`src/rtl/alu_share_arbiter_pkg.sv`:
```
// Shared types and constants for the ALU share arbiter: opcodes, FSM states,
// result width and the operand sign-extension helper.
package alu_pkg;

  localparam int RES_W = 8;

  localparam logic [2:0] OP_ADD  = 3'b000;
  localparam logic [2:0] OP_SUB  = 3'b001;
  localparam logic [2:0] OP_INC  = 3'b010;
  localparam logic [2:0] OP_DEC  = 3'b011;
  localparam logic [2:0] OP_LNOT = 3'b100;
  localparam logic [2:0] OP_NOT  = 3'b101;
  localparam logic [2:0] OP_OR   = 3'b110;
  localparam logic [2:0] OP_AND  = 3'b111;

  typedef enum logic [1:0] {
    IDLE = 2'd0,
    EXEC = 2'd1,
    RESP = 2'd2
  } arb_state_t;

  function automatic logic [RES_W-1:0] sext4(input logic [3:0] v);
    return {{(RES_W-4){v[3]}}, v};
  endfunction

endpackage

```
`src/rtl/alu_share_arbiter_if.sv`:
```
// Request/response bundle between the requesters, the response consumer and
// the arbiter. The master side drives requests and rsp_ready.
interface alu_share_arbiter_if #(
  parameter int N_REQ = 4
);
  localparam int ID_W = $clog2(N_REQ);

  logic [N_REQ-1:0]   req_valid;
  logic [N_REQ-1:0]   req_ready;
  logic [4*N_REQ-1:0] req_a;
  logic [4*N_REQ-1:0] req_b;
  logic [3*N_REQ-1:0] req_op;
  logic               rsp_valid;
  logic               rsp_ready;
  logic [ID_W-1:0]    rsp_id;
  logic [7:0]         rsp_result;
  logic               busy;

  modport master (
    output req_valid, req_a, req_b, req_op, rsp_ready,
    input  req_ready, rsp_valid, rsp_id, rsp_result, busy
  );

  modport slave (
    input  req_valid, req_a, req_b, req_op, rsp_ready,
    output req_ready, rsp_valid, rsp_id, rsp_result, busy
  );
endinterface

```
`src/rtl/alu_4bit.sv`:
```
// 4-bit signed ALU with 8-bit sign-extended result; output is forced to zero
// while enable is low so nothing undefined leaks downstream.
module alu_4bit
  import alu_pkg::*;
(
  input  logic [3:0]       a,
  input  logic [3:0]       b,
  input  logic [2:0]       opcode,
  input  logic             enable,
  output logic [RES_W-1:0] result
);

  // Opcode decode on sign-extended operands
  always_comb begin
    result = '0;
    if (enable) begin
      case (opcode)
        OP_ADD:  result = sext4(a) + sext4(b);
        OP_SUB:  result = sext4(a) - sext4(b);
        OP_INC:  result = sext4(a) + 8'd1;
        OP_DEC:  result = sext4(a) - 8'd1;
        OP_LNOT: result = (a == 4'd0) ? 8'h01 : 8'h00;
        OP_NOT:  result = ~sext4(a);
        OP_OR:   result = sext4(a) | sext4(b);
        OP_AND:  result = sext4(a) & sext4(b);
        default: result = '0;
      endcase
    end else begin
      result = '0;
    end
  end

endmodule

```
`src/rtl/alu_share_arbiter_rr_pick.sv`:
```
// Combinational round-robin selector: first valid request at or after
// last_grant+1 (mod N_REQ) wins; zero grant when nothing is requesting.
module rr_pick #(
  parameter  int N_REQ = 4,
  localparam int ID_W  = $clog2(N_REQ)
) (
  input  logic [N_REQ-1:0] req,
  input  logic [ID_W-1:0]  last_grant,
  output logic [N_REQ-1:0] grant,
  output logic [ID_W-1:0]  idx
);

  logic            hit_s;
  logic [ID_W-1:0] cand_s;

  // Rotating priority scan; the first hit locks the result
  always_comb begin
    grant  = '0;
    idx    = '0;
    hit_s  = 1'b0;
    cand_s = '0;
    for (int i = 1; i <= N_REQ; i++) begin
      cand_s = ID_W'((int'(last_grant) + i) % N_REQ);
      if (!hit_s && req[cand_s]) begin
        hit_s         = 1'b1;
        idx           = cand_s;
        grant[cand_s] = 1'b1;
      end else begin
        hit_s = hit_s;
      end
    end
  end

endmodule

```
`src/rtl/alu_share_arbiter.sv`:
```
// Shares one alu_4bit among N_REQ requesters: IDLE grants round-robin, EXEC
// computes, RESP holds the tagged result. ALU_ARB_STATS_EN adds grant counters.
module alu_share_arbiter
  import alu_pkg::*;
#(
  parameter int N_REQ = 4
) (
  input  logic              clk,
  input  logic              rst_n,
`ifdef ALU_ARB_STATS_EN
  input  logic              stats_clr,
  output logic [8*N_REQ-1:0] grant_cnt,
`endif
  alu_share_arbiter_if.slave bus
);

  localparam int ID_W = $clog2(N_REQ);

  arb_state_t       state_r;
  arb_state_t       state_s;
  logic [ID_W-1:0]  last_grant_r;
  logic [3:0]       op_a_r;
  logic [3:0]       op_b_r;
  logic [2:0]       op_code_r;
  logic             rsp_valid_r;
  logic [ID_W-1:0]  rsp_id_r;
  logic [RES_W-1:0] rsp_result_r;

  logic [N_REQ-1:0] pick_grant_s;
  logic [ID_W-1:0]  pick_idx_s;
  logic [N_REQ-1:0] req_ready_s;
  logic             accept_s;
  logic             rsp_fire_s;
  logic             alu_en_s;
  logic [RES_W-1:0] alu_result_s;
  logic [3:0]       sel_a_s;
  logic [3:0]       sel_b_s;
  logic [2:0]       sel_op_s;

  rr_pick #(.N_REQ(N_REQ)) u_pick (
    .req        (bus.req_valid),
    .last_grant (last_grant_r),
    .grant      (pick_grant_s),
    .idx        (pick_idx_s)
  );

  alu_4bit u_alu (
    .a      (op_a_r),
    .b      (op_b_r),
    .opcode (op_code_r),
    .enable (alu_en_s),
    .result (alu_result_s)
  );

  // Operand mux for the picked requester (grant is one-hot or zero)
  always_comb begin
    sel_a_s  = '0;
    sel_b_s  = '0;
    sel_op_s = '0;
    for (int i = 0; i < N_REQ; i++) begin
      sel_a_s  = sel_a_s  | (bus.req_a[4*i +: 4]  & {4{pick_grant_s[i]}});
      sel_b_s  = sel_b_s  | (bus.req_b[4*i +: 4]  & {4{pick_grant_s[i]}});
      sel_op_s = sel_op_s | (bus.req_op[3*i +: 3] & {3{pick_grant_s[i]}});
    end
  end

  // Next-state, accept strobe and ALU enable
  always_comb begin
    state_s     = state_r;
    req_ready_s = '0;
    accept_s    = 1'b0;
    rsp_fire_s  = 1'b0;
    alu_en_s    = 1'b0;
    case (state_r)
      IDLE: begin
        if (|pick_grant_s) begin
          req_ready_s = pick_grant_s;
          accept_s    = 1'b1;
          state_s     = EXEC;
        end else begin
          state_s = IDLE;
        end
      end
      EXEC: begin
        alu_en_s = 1'b1;
        state_s  = RESP;
      end
      RESP: begin
        if (bus.rsp_ready) begin
          rsp_fire_s = 1'b1;
          state_s    = IDLE;
        end else begin
          state_s = RESP;
        end
      end
      default: state_s = IDLE;
    endcase
  end

  // State register and latched operation; last_grant doubles as the owner id
  always_ff @(posedge clk or negedge rst_n) begin
    if (!rst_n) begin
      state_r      <= IDLE;
      last_grant_r <= ID_W'(N_REQ - 1);
      op_a_r       <= '0;
      op_b_r       <= '0;
      op_code_r    <= '0;
    end else begin
      state_r <= state_s;
      if (accept_s) begin
        last_grant_r <= pick_idx_s;
        op_a_r       <= sel_a_s;
        op_b_r       <= sel_b_s;
        op_code_r    <= sel_op_s;
      end
    end
  end

  // Response registers: loaded in EXEC, held until the consumer takes them
  always_ff @(posedge clk or negedge rst_n) begin
    if (!rst_n) begin
      rsp_valid_r  <= 1'b0;
      rsp_id_r     <= '0;
      rsp_result_r <= '0;
    end else if (state_r == EXEC) begin
      rsp_valid_r  <= 1'b1;
      rsp_id_r     <= last_grant_r;
      rsp_result_r <= alu_result_s;
    end else if (rsp_fire_s) begin
      rsp_valid_r <= 1'b0;
    end
  end

  assign bus.req_ready  = req_ready_s;
  assign bus.rsp_valid  = rsp_valid_r;
  assign bus.rsp_id     = rsp_id_r;
  assign bus.rsp_result = rsp_result_r;
  assign bus.busy       = (state_r != IDLE);

`ifdef ALU_ARB_STATS_EN
  logic [8*N_REQ-1:0] grant_cnt_r;

  // Saturating per-requester accept counters; clear has priority
  always_ff @(posedge clk or negedge rst_n) begin
    if (!rst_n) begin
      grant_cnt_r <= '0;
    end else if (stats_clr) begin
      grant_cnt_r <= '0;
    end else begin
      for (int i = 0; i < N_REQ; i++) begin
        if (accept_s && pick_grant_s[i] && (grant_cnt_r[8*i +: 8] != 8'hFF)) begin
          grant_cnt_r[8*i +: 8] <= grant_cnt_r[8*i +: 8] + 8'd1;
        end
      end
    end
  end

  assign grant_cnt = grant_cnt_r;
`endif

endmodule

```
`src/flat_wrapper.sv`:
```
// flat-port wrapper written by rule: the top's interface ports become plain ports
module alu_share_arbiter_flat import alu_pkg::*;
#(
  parameter int N_REQ = 4
)
  (clk, rst_n, bus_req_valid, bus_req_a, bus_req_b, bus_req_op, bus_rsp_ready, bus_req_ready, bus_rsp_valid, bus_rsp_id, bus_rsp_result, bus_busy);
  alu_share_arbiter_if #(.N_REQ(N_REQ)) bus_i ();
  input  logic clk;
  input  logic rst_n;
  input wire logic [$bits(bus_i.req_valid)-1:0] bus_req_valid;
  input wire logic [$bits(bus_i.req_a)-1:0] bus_req_a;
  input wire logic [$bits(bus_i.req_b)-1:0] bus_req_b;
  input wire logic [$bits(bus_i.req_op)-1:0] bus_req_op;
  input wire logic [$bits(bus_i.rsp_ready)-1:0] bus_rsp_ready;
  output wire logic [$bits(bus_i.req_ready)-1:0] bus_req_ready;
  output wire logic [$bits(bus_i.rsp_valid)-1:0] bus_rsp_valid;
  output wire logic [$bits(bus_i.rsp_id)-1:0] bus_rsp_id;
  output wire logic [$bits(bus_i.rsp_result)-1:0] bus_rsp_result;
  output wire logic [$bits(bus_i.busy)-1:0] bus_busy;
  assign bus_i.req_valid = bus_req_valid;
  assign bus_i.req_a = bus_req_a;
  assign bus_i.req_b = bus_req_b;
  assign bus_i.req_op = bus_req_op;
  assign bus_i.rsp_ready = bus_rsp_ready;
  assign bus_req_ready = bus_i.req_ready;
  assign bus_rsp_valid = bus_i.rsp_valid;
  assign bus_rsp_id = bus_i.rsp_id;
  assign bus_rsp_result = bus_i.rsp_result;
  assign bus_busy = bus_i.busy;
  alu_share_arbiter #(.N_REQ(N_REQ)) u_core (.clk(clk), .rst_n(rst_n), .bus(bus_i));
endmodule
```
`config.mk`:
```
export PLATFORM = sky130hd
export DESIGN_NAME = alu_share_arbiter_flat
export DESIGN_NICKNAME = d
export VERILOG_FILES = /design/src/rtl/alu_share_arbiter_pkg.sv /design/src/rtl/alu_share_arbiter_if.sv /design/src/rtl/alu_4bit.sv /design/src/rtl/alu_share_arbiter_rr_pick.sv /design/src/rtl/alu_share_arbiter.sv /design/src/flat_wrapper.sv
export SDC_FILE = /design/constraint.sdc
export NUM_CORES = 1
export LEC_CHECK = 0
export BUFFER_PORTS_ARGS = -buffer_cell sky130_fd_sc_hd__clkbuf_2
export CAP_MARGIN = 0
export CORE_ASPECT_RATIO = 1.75
export CORE_MARGIN = 3
export CORE_UTILIZATION = 34
export DETAILED_ROUTE_END_ITERATION = 16
export GPL_TIMING_DRIVEN = 1
export PLACE_DENSITY_LB_ADDON = 0.25
export SETUP_SLACK_MARGIN = 0.3
export SLEW_MARGIN = 0
export SYNTH_ARGS = -nofsm -noshare
export SYNTH_HDL_FRONTEND = slang
export SYNTH_SLANG_ARGS = --single-unit
```
`constraint.sdc`:
```
create_clock -name clk -period 3.4 [get_ports clk]
set_input_delay 0 -clock clk [delete_from_list [all_inputs] [get_ports clk]]
set_output_delay 0 -clock clk [all_outputs]
set_load 0.1 [all_outputs]
```
==> flow_summary.toml, run 1 <==
[global_route]
grtUsageTotal_pct = 18.23
grt_pass1_vias = 2232
grt_pass1_wl_um = 11010
grt_max_degree = 24
antenna_found_initial = 0
overflow = 0

[final_layout]
mostFrequentLayoutCells = "clkbuf_2 (62), o31ai_1 (34), nand2_1 (24)"
nets = 399
diodes = 0
final_common_cell = "clkbuf_2"
area_growth_pct = 27.89
drive_gt1_share_pct = 34.53

[detailed_routing]
wl_per_cell_um = 16.87
via_count = 2335
postRouteAntennaNets = 0
drcViolationCount = 0
drt-initial-drc-count = 80
avgViaCountPerCell = 5.627
totalWireLength_um = 7000
dr.pass1.iters = 4

[critical_path]
timing.rr.end = "u_core.op_b_r[2]"
path_cells = "inv_1 > ha_1 > mux4_2 > nor3b_4 > and2_4 > nor3_4 > a41o_2 > mux2_4"
slowest_delay_ns = 0.72
reg2reg_from = "u_core.last_grant_r[0]"
cp_slowest_cell = "dfstp_4"
crit_path_start_kind = "flop"
rr_worst_depth = 8
worstSetupEndpointType = "flop"
cp_max_fo = 16
path_class = "reg2reg"
worstPathRequired_ns = 3.54
arrival_ns = 3.14
rrSetupSlack_ns = 0.40

[die]
die_h_um = 114.9
io-pin-count = 67
row_count = 39
initial_core_util_pct = 35.27
core_um2 = 6539
die_width_um = 68.26
dieArea_um2 = 7846

[timing]
hold_viol = 0
slew_viol_final = 0
finalCriticalPeriod_ns = 2.998
setup_viol = 0
slew_headroom_pct = 55.66
fmax_mhz = 333.5
holdWs_ns = 0.009609
period_share_pct = 88.19
rsz0062_at_grt = "no"
setup_tns_ns = 0
final.setup_skew_ns = 0.002028
worst_pin_slew_ns = 0.6613

[clock_network]
path_clk_slew_ns = 0.06
cts_buffer_depth = 2
numClockSinks = 23
cts_inserted_buffers = 3
cts-root-buf = "clkbuf_16"
htree_levels = 1
clk_latency_ns = 0.25
cts_tree = "done"

[place]
hpwlAfterDp_um = 5303
place.gp.congestion = 0.8680
port_buffers = 66

[yosys]
ys_seq_elements = 23
ys_types = 53
ys_seq_area_share_pct = 25.07
synthArstFlopShare_pct = 100.0
synth_flop_cell = "dfrtp_1"
synth_top_area_cell = "dfrtp_1"
synth_nets = 331
synth_edf_count = 0
synthTopCellsByArea = "dfrtp_1 (23%), o31ai_1 (11%), ha_1 (7.1%)"
synth_area_um2 = 2306
yosys_warnings = 0
yosys.area.top_type_share_pct = 22.79
syn_area_per_cell_um2 = 8.669
synthCells = 266

[status]
status = "finished, final reports clean"

[worst_hold_path]
whs_path_depth = 4
holdCritPathClass = "in2reg"
holdCritStartpoint = "bus_rsp_ready"
min_to = "u_core.state_r[1]"

[flow_run]
max_cap_viol_count = 0
## worst max path at each step
stage / startpoint / endpoint / slack, ns / cells past startpoint
floorplan: u_core.last_grant_r[0] / u_core.op_a_r[3] / 0.37 / 11
global placement: u_core.last_grant_r[0] / u_core.op_a_r[1] / 0.30 / 6
detailed placement: u_core.last_grant_r[0] / u_core.op_a_r[1] / 0.23 / 6
CTS: u_core.last_grant_r[1] / u_core.op_b_r[2] / 0.32 / 8
global route: u_core.last_grant_r[0] / u_core.op_a_r[0] / 0.30 / 8
finish: u_core.last_grant_r[0] / u_core.op_b_r[2] / 0.40 / 8
## registers in the layout, summed over array words and instances, names as in the netlist
signal,cells
u_core.bus.rsp_id,2
u_core.state_r,2
u_core.last_grant_r,2
u_core.op_b_r,4
u_core.bus.rsp_valid,1
u_core.op_a_r,4
u_core.op_code_r,3
u_core.bus.rsp_result,5
## synthesized netlist by cell type (all sizes together) (4+ instances only)
cell type / count
a21oi: 6
buf: 9
clkbuf: 12
dfrtp: 21
ha: 13
inv: 20
mux2: 12
nand2: 24
nand2b: 6
nor2: 15
nor3: 7
o2111ai: 11
o211ai: 4
o21ai: 24
o31ai: 34
## cells by family after synthesis
kind of cell    count (synthesis)  synth area share [%]
xor+xnor                        4                 1.520
mux                            16                 10.69
buf+inv                        42                 8.084
simple gates                   65                 14.16
fa+ha+maj                      17                 9.224
compound gates                 99                 31.25
flops                          23                 25.07
## metal layers
layer	global-route usage, %	wire (um)
met5	0	0
met2	34.60	3972
met1	20.96	2649
met4	4.914	112
met3	1.369	264
## per-stage QoR
step | util, % | setup WS [ns] | cell area (um^2) | instances
global route | 45.10 | 0.3021 | 2949 | 415
finish | 45.10 | 0.4016 | 2949 | 415
detailed placement | 42.23 | 0.2297 | 2761 | 403
floorplan | - | 0.3688 | 2316 | 266
CTS | 44.43 | 0.3197 | 2905 | 411
global placement | 42.23 | 0.3001 | 2761 | 403
## timing repair
action	CTS	global route
buffers inserted	2	4
endpoints found under the setup margin	12	14
pin swaps	1	3
gates cloned	1	0
resized for setup	6	4
hold endpoints to repair	21	0
hold buffers	1	0
## final cells by class
| type | count | area, um^2 |
|---|---|---|
| Multi-Input combinational cell | 202 | 1599 |
| Tap cell | 82 | 102.6 |
| Clock buffer | 4 | 78.83 |
| Sequential cell | 23 | 581.8 |
| Inverter | 21 | 78.83 |
| Timing Repair Buffer | 83 | 508.0 |
| Fill cell | 670 | 3590 |
## critical path: cells and delay by family, from the launching register on
family / cells / cell delay, ns
compound gates: 1 / 0.37
fa+ha+maj: 1 / 0.36
buf+inv: 1 / 0.09
flops: 1 / 0.72
mux: 2 / 0.73
simple gates: 3 / 0.60
Power of run 1 is not shown: default switching activity piles up to over one toggle a cycle in this logic, so the estimate is an artifact.
==> inputs of run 2 (changes only) <==
--- a/config.mk
+++ b/config.mk
@@ -5,6 +5,7 @@
 export SDC_FILE = /design/constraint.sdc
 export NUM_CORES = 1
 export LEC_CHECK = 0
+export ABC_AREA = 1
 export BUFFER_PORTS_ARGS = -buffer_cell sky130_fd_sc_hd__clkbuf_2
 export CAP_MARGIN = 0
 export CORE_ASPECT_RATIO = 1.75
==> constraint.sdc (replaced) <==
create_clock -name clk -period 3.4 [get_ports clk]
set_input_delay 0.34 -clock clk [delete_from_list [all_inputs] [get_ports clk]]
set_output_delay 0.34 -clock clk [all_outputs]
set_load 0.1 [all_outputs]
==> flow_summary.toml, run 2 <==
[clock_network]
numClockSinks = 23
clk_latency_ns = 0.28
cts_buffer_depth = 2
htree_levels = 1
cts_tree = "done"
path_clk_slew_ns = 0.10
cts-root-buf = "clkbuf_8"
hold_buffers = 0
cts_inserted_buffers = 3

[yosys]
synthTopCellsByArea = "dfrtp_1 (24%), nand2_1 (22%), ha_1 (7.5%)"
synthTopCellsByCount = "nand2_1 (128), inv_1 (29), nand3_1 (23), dfrtp_1 (21), o21ai_0 (18)"
synth_edf_count = 0
ys_seq_elements = 23
ys_types = 40
ys_seq_area_share_pct = 26.55
synth_top_area_cell = "dfrtp_1"
synth_most_common_cell = "nand2_1"
yosys_warnings = 0
synth_nets = 385
yosys.area.top_type_share_pct = 24.14
synthArstFlopShare_pct = 100.0
synth_area_um2 = 2177
synthCells = 320
synth_flop_cell = "dfrtp_1"
syn_area_per_cell_um2 = 6.803

[place]
port_buffers = 66
place.gp.congestion = 0.8675
hpwlAfterDp_um = 5072

[timing]
fmax_mhz = 338.6
slew_viol_final = 0
worst_pin_slew_ns = 0.5815
hold_viol = 0
slew_headroom_pct = 61.24
period_share_pct = 86.85
final.setup_skew_ns = 0.01292
rsz0062_at_grt = "yes"
setup_viol = 0
setup_tns_ns = 0
finalCriticalPeriod_ns = 2.953

[global_route]
overflow = 0
antenna_found_initial = 0
grt_max_degree = 24
use_met2_pct = 32.58
grt_pass1_vias = 2254
busiest_layer = "met2"
grt_pass1_wl_um = 9853
grtUsageTotal_pct = 16.56
grt_use_met1_pct = 17.15
grt_util_met3_pct = 0.7064

[die]
initial_core_util_pct = 34.95
die_h_um = 111.9
row_count = 38
core_um2 = 6228
io-pin-count = 67
dieArea_um2 = 7437
die_width_um = 66.49

[final_layout]
nets = 450
final_common_cell = "nand2_1"
largest_register_ffs = 5
mostFrequentLayoutCells = "nand2_1 (128), clkbuf_2 (62), inv_1 (29)"
area_growth_pct = 21.32
drive_gt1_share_pct = 27.08
diodes = 0

[critical_path]
path_class = "reg2out"
worstSetupEndpointType = "output pin"
rr_worst_depth = 15
cp_max_fo = 10
crit_path_start_kind = "flop"
worstPathRequired_ns = 3.06
arrival_ns = 2.61

[detailed_routing]
drt-initial-drc-count = 71
postRouteAntennaNets = 0
via_count = 2324
avgViaCountPerCell = 5.009
drcViolationCount = 0
totalWireLength_um = 6107
dr.pass1.iters = 5
wl_per_cell_um = 13.16

[flow_run]
max_cap_viol_count = 0

[worst_hold_path]
holdCritPathClass = "in2async"

[status]
status = "finished, final reports clean"
-- run 2: path summary, 6_finish.rpt --
path                                                from  slack, ns                       end
worst max-delay path              u_core.last_grant_r[1]       0.45          bus_req_ready[0]
max in group asynchronous                          rst_n       2.96       u_core.op_code_r[2]
worst max register to register    u_core.last_grant_r[1]       0.58          u_core.op_a_r[2]
worst min register to register  u_core.bus.rsp_result[3]       0.49  u_core.bus.rsp_result[3]
worst min-delay path                               rst_n       0.05          u_core.op_a_r[2]
min in group clk                           bus_rsp_ready       0.26         u_core.state_r[1]
-- run 2: critical path, stage by stage (launching register included) --
cell     delay, ns
dfstp_2       0.63
inv_1         0.19
ha_2          0.43
inv_1         0.09
nand2_4       0.10
nand2_4       0.08
nor2_8        0.17
nand3_1       0.12
nand3_2       0.13
nand2_1       0.07
inv_1         0.09
buf_6         0.22
-- run 2: cell type report --
class                      instances  area (um^2)
fill                             672         3587
multi-input combinational        253         1390
sequential                        23        578.1
timing repair buffer              72        396.6
inverter                          32        127.6
tap                               80        100.1
clock buffer                       3        41.29
clock inverter                     1        7.507
-- run 2: cell families after synthesis --
| family | count (synthesis) | synth area share, % |
|---|---|---|
| flops | 23 | 26.55 |
| xor+xnor | 2 | 0.8047 |
| compound gates | 41 | 11.84 |
| fa+ha+maj | 14 | 8.391 |
| buf+inv | 44 | 9.713 |
| simple gates | 196 | 42.70 |
-- run 2: metrics by stage --
| step | area [um^2] | hold slack, ns | setup slack (ns) | utilization [%] | std cells |
|---|---|---|---|---|---|
| 5_1_grt | 2641 | 0.09995 | 0.2645 | 42.41 | 464 |
| 4_1_cts | 2628 | 0.07732 | 0.3779 | 42.19 | 464 |
| 3_3_place_gp | 2569 | 0.3685 | 0.6501 | 41.24 | 460 |
| 2_1_floorplan | 2177 | 0.04441 | 0.4588 | - | 320 |
| 3_5_place_dp | 2569 | 0.3753 | 0.5738 | 41.24 | 460 |
| 6_report | 2641 | 0.04729 | 0.4470 | 42.41 | 464 |
-- run 2: per-layer routing --
metal	part of all wire (%)	up-vias
met3	2.9	17
met5	0	-
met4	3.3	0
li1	-	1175
met2	58	63
met1	36	1069
-- run 2: repair_timing --
action | CTS | global route
buffers inserted | 0 | 0
endpoints found under the setup margin | 4 | 4
gates cloned | 0 | 0
hold endpoints to repair | 0 | 0
gates resized for setup | 4 | 8
Power of run 2 is left out for the same reason.
